<file path="src/rtl/systolic_feeder.sv">
// rtl/systolic_feeder.sv - operand FIFO and burst sequencer feeding PE0 of the systolic chain
module systolic_feeder #(
  parameter int vector_size = 8,
  parameter int DEPTH       = 16,
  parameter int NUM_PE      = 4
) (
  input  logic                     clk,
  input  logic                     reset,
  input  logic                     in_valid,
  input  logic [vector_size-1:0]   in_data,
  output logic                     in_ready,
  input  logic                     start,
  input  logic [$clog2(DEPTH):0]   burst_len,
  input  logic [vector_size-1:0]   bias,
  output logic [vector_size-1:0]   x_feed,
  output logic [vector_size-1:0]   y_feed,
  output logic                     feed_valid,
  output logic                     busy,
  output logic                     done
);

  localparam int AW = $clog2(DEPTH);
  localparam int CW = AW + 1;
  localparam int FW = $clog2(NUM_PE + 1);

  typedef enum logic [1:0] {S_IDLE, S_FEED, S_FLUSH} state_t;

  logic [vector_size-1:0] mem_q [DEPTH];
  logic [AW-1:0]          wr_ptr_q, rd_ptr_q;
  logic [CW-1:0]          count_q;
  logic                   push, pop;

  state_t                 state_q, state_d;
  logic [CW-1:0]          remaining_q, remaining_d;
  logic [FW-1:0]          flush_q, flush_d;
  logic [vector_size-1:0] bias_q, bias_d;
  logic [vector_size-1:0] x_q, x_d, y_q, y_d;
  logic                   fv_q, fv_d, busy_q, done_q, done_d;

  // Ready follows the registered occupancy only, so a same-cycle pop never opens a slot.
  assign in_ready = !reset && (count_q < CW'(DEPTH));
  assign push     = in_valid && in_ready;

  // Operand storage; contents need no reset because occupancy gates every read.
  always_ff @(posedge clk) begin
    if (push) mem_q[wr_ptr_q] <= in_data;
  end

  // FIFO pointers and occupancy; pointers wrap naturally at DEPTH.
  always_ff @(posedge clk) begin
    if (reset) begin
      wr_ptr_q <= '0;
      rd_ptr_q <= '0;
      count_q  <= '0;
    end else begin
      if (push) wr_ptr_q <= wr_ptr_q + AW'(1);
      if (pop)  rd_ptr_q <= rd_ptr_q + AW'(1);
      case ({push, pop})
        2'b10:   count_q <= count_q + CW'(1);
        2'b01:   count_q <= count_q - CW'(1);
        default: count_q <= count_q;
      endcase
    end
  end

  // Next-state and next-output logic for the IDLE/FEED/FLUSH sequencer.
  always_comb begin
    state_d     = state_q;
    remaining_d = remaining_q;
    flush_d     = flush_q;
    bias_d      = bias_q;
    x_d         = '0;
    y_d         = '0;
    fv_d        = 1'b0;
    done_d      = 1'b0;
    pop         = 1'b0;
    case (state_q)
      S_IDLE: begin
        if (start && (burst_len != '0)) begin
          remaining_d = (burst_len > CW'(DEPTH)) ? CW'(DEPTH) : burst_len;
          bias_d      = bias;
          state_d     = S_FEED;
        end
      end
      S_FEED: begin
        // An empty FIFO produces a bubble that leaves the remaining count untouched.
        if (count_q != '0) begin
          pop         = 1'b1;
          x_d         = mem_q[rd_ptr_q];
          y_d         = bias_q;
          fv_d        = 1'b1;
          remaining_d = remaining_q - CW'(1);
          if (remaining_q == CW'(1)) begin
            state_d = S_FLUSH;
            flush_d = FW'(NUM_PE);
          end
        end
      end
      S_FLUSH: begin
        flush_d = flush_q - FW'(1);
        if (flush_q == FW'(1)) begin
          state_d = S_IDLE;
          done_d  = 1'b1;
        end
      end
      default: state_d = S_IDLE;
    endcase
  end

  // Sequencer state and registered outputs; busy tracks the state being entered.
  always_ff @(posedge clk) begin
    if (reset) begin
      state_q     <= S_IDLE;
      remaining_q <= '0;
      flush_q     <= '0;
      bias_q      <= '0;
      x_q         <= '0;
      y_q         <= '0;
      fv_q        <= 1'b0;
      busy_q      <= 1'b0;
      done_q      <= 1'b0;
    end else begin
      state_q     <= state_d;
      remaining_q <= remaining_d;
      flush_q     <= flush_d;
      bias_q      <= bias_d;
      x_q         <= x_d;
      y_q         <= y_d;
      fv_q        <= fv_d;
      busy_q      <= (state_d != S_IDLE);
      done_q      <= done_d;
    end
  end

  assign x_feed     = x_q;
  assign y_feed     = y_q;
  assign feed_valid = fv_q;
  assign busy       = busy_q;
  assign done       = done_q;

endmodule

</file>
<file path="config.mk">
export PLATFORM = sky130hd
export DESIGN_NAME = systolic_feeder
export DESIGN_NICKNAME = d
export VERILOG_FILES = /design/src/rtl/systolic_feeder.sv
export SDC_FILE = /design/constraint.sdc
export NUM_CORES = 1
export LEC_CHECK = 0
export CAP_MARGIN = 10
export CORE_MARGIN = 5
export CORE_UTILIZATION = 60
export DETAILED_ROUTE_END_ITERATION = 6
export DONT_BUFFER_PORTS = 1
export GPL_TIMING_DRIVEN = 0
export PLACE_DENSITY_LB_ADDON = 0.12
export SETUP_SLACK_MARGIN = 0.1
export SLEW_MARGIN = 20
export SYNTH_ARGS = -nofsm -noshare
export SYNTH_HDL_FRONTEND = slang
export SYNTH_SLANG_ARGS = --single-unit
</file>
<file path="constraint.sdc">
create_clock -name clk -period 4.6 [get_ports clk]
set_clock_uncertainty 0.05 [all_clocks]
set_input_delay 1.38 -clock clk [delete_from_list [all_inputs] [get_ports clk]]
set_output_delay 1.38 -clock clk [all_outputs]
set_load 0.05 [all_outputs]
</file>
# Yosys cells after proc, flatten, opt, wreduce, memory -nomap -nowiden
# Memory sizes are Yosys's and may differ from the RTL's. A register that Yosys moved wholly into a read port is not among the register bits.
# Index checks and enable logic that the tools add are counted.
word_totals:
  reg_bits: 42
  mem_bits_rw: 128
  inputBits: 25
  word_cells: 66
  mem_count: 1
memory_table:
  columns: ["memory", "depth", "word_bits", "read_ports", "rd_ports_with_merged_regs", "write_ports", "line_no", "rtl"]
  rows:
  - ["mem_q", 16, 8, 1, 1, 1, "28", "logic [vector_size-1:0] mem_q [DEPTH];"]
classes:
  add_sub_neg: 6
  order_cmp: 2
  n_eq_ne: 9
  n_mux: 18
  n_bitwise: 3
  reduce_logical: 16
op_table:
  columns: ["op", "count"]
  rows:
  - ["5-bit case mux with 2 select lines", 2]
  - ["5-bit 2-to-1 mux", 3]
  - ["5-bit nonzero test", 2]
  - ["5-bit by 1-bit subtractor with 5-bit output, second input constant", 2]
  - ["4-bit by 1-bit adder with 4-bit output, second input constant", 2]
  - ["2-bit 2-to-1 mux", 4]
  - ["2-bit nonzero test", 4]
  - ["3-bit 2-to-1 mux", 2]
  - ["2-bit != test, second input constant", 3]
  - ["2-bit case mux with 3 select lines", 1]
  - ["3-bit case mux with 2 select lines", 1]
  - ["3-bit AND reduction", 2]
  - ["5-bit by 1-bit adder with 5-bit output, second input constant", 1]
  - ["5-bit by 1-bit == test with 1-bit output, second input constant", 1]
  - ["5-bit > comparator, second input constant", 1]
  - ["5-bit less-than comparator, second input constant", 1]
  - ["1-bit 2-to-1 mux", 5]
  - ["2-bit by 1-bit == test with 1-bit output, second input constant", 2]
  - ["2-bit == test, second input constant", 2]
  - ["3-bit by 1-bit == test with 1-bit output, second input constant", 1]
  - ["1-bit logical AND", 3]
  - ["1-bit inverter", 3]
  - ["3-bit OR reduction", 1]
  - ["3-bit by 1-bit subtractor with 3-bit output, second input constant", 1]
  - ["other kinds (4)", 4]

# Logic depth before layout (Yosys ltp)
depth:
  word_depth: 5
  depth_mapped: 11

# Worst setup path before layout
# Ideal clock, no wire load.
synth_path:
  path_kind: "input -> register"
  from: "input port reset"
  to: "register count_q[4]"
  setup_time_ps: 134
  arrival_ps: 3867
  required_ps: 4416
  path_slack_ps: 549
  cell_stages: 10
  cell_sequence: "clkbuf_1 nor3b_2 inv_1 ha_1 xor2_1 ha_1 or4_4 o2111ai_2 mux2i_1 or4_1"
synth_via:
  elab_chain_len: 5
  word_cells_on_any_way: 7
  cone_classes: "eq/ne (2); mux (1); reduce/logical (4)"
synth_rtl:
  columns: ["item", "line_no", "rtl"]
  rows:
  - ["start: declaration", "8", "input logic reset,"]
  - ["1-bit logical NOT", "41", "assign in_ready = !reset && (count_q < CW'(DEPTH));"]
  - ["1-bit logical AND", "41", null]
  - ["1-bit logical AND", "42", "assign push = in_valid && in_ready;"]
  - ["2-bit by 1-bit == test with 1-bit output or 2-bit == test (tied branches)", "58", "case ({push, pop})"]
  - ["5-bit case mux with 2 select lines or 2-bit nonzero test (tied branches)", null, null]
  - ["end signal: assignment", "59", "2'b10: count_q <= count_q + CW'(1);"]
  - ["end signal: assignment", "60", "2'b01: count_q <= count_q - CW'(1);"]
  - ["end signal: assignment", "61", "default: count_q <= count_q;"]
  - ["end: declaration", "30", "logic [CW-1:0] count_q;"]
# Parallel ways exist; a longest one is shown, timed or not.
# A chain may end at the register's enable or synchronous reset.

# Worst setup path in the final report
layout_path:
  from: "input port reset"
  to: "output port in_ready"
layout_via:
  elab_chain_len: 2
layout_rtl:
  columns: ["item", "line_no", "rtl"]
  rows:
  - ["1-bit logical NOT", "41", null]
  - ["1-bit logical AND", "41", null]
  - ["end: declaration", "11", "output logic in_ready,"]
# Every way passes these cells.

==> results.txt <==
----------------------------------------------------
[Setup path]
  List of cells traversed by the critical path ... clkbuf_1, buf_1, nor2_1
  Element type at the critical path start ... input pin
  Critical Path RT ... 3.17 ns
  Endpoint kind of the worst setup timing path ... output pin
  Largest incremental delay on the critical path ... 0.75 ns
  Arrival time at the worst endpoint ... 2.66 ns
  Startpoint-to-endpoint class of the critical path ... in2out
  R2R depth ... 11
  Worst-case register-to-register setup slack ... 1.15 ns
  Worst-path maximum fanout ... 10
  Origin of the worst setup path ... reset
  Startpoint of the lowest-slack register-to-register path ... count_q[1]
  Reg2Reg Capture Point ... count_q[4]
  CP max stage cell ... nor2_1

[Timing]
  Final setup TNS ... 0 ns
  Tmin final ... 4.088 ns
  Final Slew Violations ... 0
  Final Worst Setup Slack ... 0.5116 ns
  RSZ-0062 raised after global routing ... no
  Worst slew margin relative to its limit ... 0.4028
  Max Clk Rate ... 0.2446 GHz
  Final Hold Vio Count ... 0
  Fin Hold WS ... 0.4052 ns
  Transition at the pin with the smallest max-transition slack ... 0.8924 ns
  Share of the clock period used by the worst path after layout ... 0.8888
  Setup-violating endpoint count in the final report ... 0

[Clock tree]
  Clock root buffer ... clkbuf_16
  Clock transition at the registers of the reported paths ... 0.06 ns
  TritonCTS buffer count ... 17
  CTS Hold Buffers Added ... 0
  Total clock sinks ... 178
  Count of H-tree levels built during CTS ... 4
  Number of buffers inserted by post-CTS setup repair ... 0
  TritonCTS clock tree ... built
  Maximum count of clock buffers along a single path ... 2
  Clock latency at the later pin of the worst-skew pair ... 0.42 ns
  Quantity of gates resized following cts ... 0

[Worst hold path]
  Worst hold start ... bias_q[3]
  Worst min path class ... reg2reg
  Number of instances on the worst hold path ... 2
  Endpoint of the worst hold path ... bias_q[3]

[Yosys]
  Synth top area cells ... edfxtp_1, dfxtp_1, mux4_2, mux2i_1, ha_1
  Mapped cell area ... 7037 um^2
  Top cell type's share of synthesized area ... 0.5462
  Mapped Avg Cell Area ... 15.71 um^2
  Fraction of registers with async set/reset ... 0
  Predominant post-synthesis flop cell ... edfxtp_1
  Synth Register Bits ... 178
  Number of nets in the synthesized netlist ... 485
  EDFF count, synth ... 128
  Warnings from Yosys ... 0
  Top cell type by total area after synthesis ... edfxtp_1
  Post-synthesis cell count ... 448
  Register area share after synthesis ... 0.6885
  Number of distinct library cell variants in the gate-level netlist after synthesis ... 47

[Cells and area]
  Most common library cell in the layout ignoring fill and taps ... edfxtp_1
  Diode count ... 0
  Layout Area Growth over Synthesis ... 10.46%
  Utilization after layout ... 0.6778
  Fraction of layout instances using a drive strength above 1 ... 0.1563
  Leading cell types in the layout, fill and taps excluded ... edfxtp_1, dfxtp_1, mux4_2
  # nets final ... 505

[Floorplan]
  Width of the die ... 118.3 um
  Count of standard-cell rows ... 39
  Die area ... 13990 um^2
  Floorplan core area ... 11470 um^2
  Chip Height ... 118.3 um
  Number of top-level design ports ... 45
  Starting density of the core ... 0.6136

[Run status]
  Result of the run ... finished, final reports clean

[GRT]
  Wire length of the first global-routing pass ... 20360 um
  Number of global-route vias before repair ... 3617
  Overall global routing resource usage ... 0.1947
  Leftover overflow at the end of global routing ... 0
  Maximum number of pins on one net before global-route repair ... 17
  Number of antenna violations at the first check in global routing ... 0

[Routing]
  Routed wire per std cell ... 21.22 um
  Final routed wirelength across all metal layers ... 13220 um
  Via count normalized by instance count ... 5.968
  Initial DRC count ... 276
  Residual DRC ... 0
  Antenna violation net count after detailed routing ... 0
  Number of search-and-repair iterations in the first detailed-routing pass ... 5
  Via count ... 3718

[Power and ir drop]
  Static Leakage ... 2.522 nW
  PD cells ... 449.8 nW/um^2
  Worst vdd ir ... 0.0003568 V

[Placement]
  Pre-CTS worst setup slack ... 0.2270 ns
  Port buffer count ... 0
  Final weighted congestion in routability-driven placement ... 0.8386
  Post-DP HPWL ... 8648 um

[Flow run]
  Max Cap Violations ... 0

----------------------------------------------------
-- sequential cells by signal, indices dropped and copies added, names as in the netlist --
name and cells:
busy 1, done 1, bias_q 8, mem_q 128
count_q 5, flush_q 3, x_feed 8, feed_valid 1
rd_ptr_q 4, state_q 2, remaining_q 5, wr_ptr_q 4
y_feed 8
-- per-stage QoR --
| step | cell area (um^2) | instances | total power, mW |
|---|---|---|---|
| 4_1_cts | 7772 | 623 | 3.524 |
| 5_1_grt | 7772 | 623 | 3.634 |
| 2_1_floorplan | 7037 | 448 | 2.141 |
| 6_report | 7772 | 623 | 3.496 |
| 3_3_place_gp | 7216 | 591 | 2.216 |
| 3_5_place_dp | 7243 | 592 | 2.232 |
-- synth_stat cells, types with 2 or more instances --
master      n
nand2_1    31
or4_1       3
mux4_2     32
o21ai_0     5
edfxtp_1  128
dfxtp_1    50
xnor2_1     4
clkbuf_1   12
nor3_1      9
and2_1      8
nor3b_1     2
nand3_1     3
or3_1       6
xor2_1      6
buf_2       6
o211ai_1    5
o22ai_1     9
inv_1      10
nand3b_1    3
a211oi_1    3
nor2_1     27
mux2i_1    18
nand2b_1    8
ha_1       12
a31oi_1     3
a21oi_1    18
buf_1       3
nor2b_1     5
-- power by group --
group          leakage (nW)  total, mW  switching, mW  internal (mW)
logic                 0.709      0.359          0.210          0.148
registers              1.56       1.84         0.0670           1.77
clock network         0.254       1.30          0.562          0.737
total                  2.52       3.50          0.839           2.66
-- critical path, delay by kind of cell --
family | cells | cell delay [ns]
buf+inv | 2 | 0.53
simple gates | 1 | 0.75
-- metal layers --
metal  vias up  track usage  part of all wire
met2        89       0.2908              0.49
li1       1748            -                 -
met1      1871       0.2806              0.43
met3        10      0.04776             0.070
met4         0      0.07312            0.0089
met5         -            0                 0
-- worst max-delay path by stage --
stage | end | slack, ns
2_1_floorplan | count_q[4] | 0.55
3_3_place_gp | count_q[4] | 0.29
3_5_place_dp | count_q[4] | 0.23
4_1_cts | in_ready | 0.48
5_1_grt | in_ready | 0.42
6_report | in_ready | 0.51
-- area by class of cell --
| class | count | area, um^2 |
|---|---|---|
| clock buffer | 21 | 440.4 |
| clock inverter | 10 | 88.84 |
| buffer | 22 | 97.59 |
| sequential | 178 | 4845 |
| inverter | 11 | 41.29 |
| multi-input combinational | 237 | 2073 |
| tap | 143 | 178.9 |
| fill | 775 | 3695 |
| timing repair buffer | 1 | 7.507 |
-- logic make-up after synthesis --
group | Yosys count | share of synthesized area
xor+xnor | 10 | 0.01245
flops | 178 | 0.6885
compound gates | 53 | 0.04908
buf+inv | 33 | 0.01974
simple gates | 111 | 0.07930
fa+ha+maj | 12 | 0.02134
mux | 51 | 0.1296
Note: power is estimated with default switching activity, not from simulation.
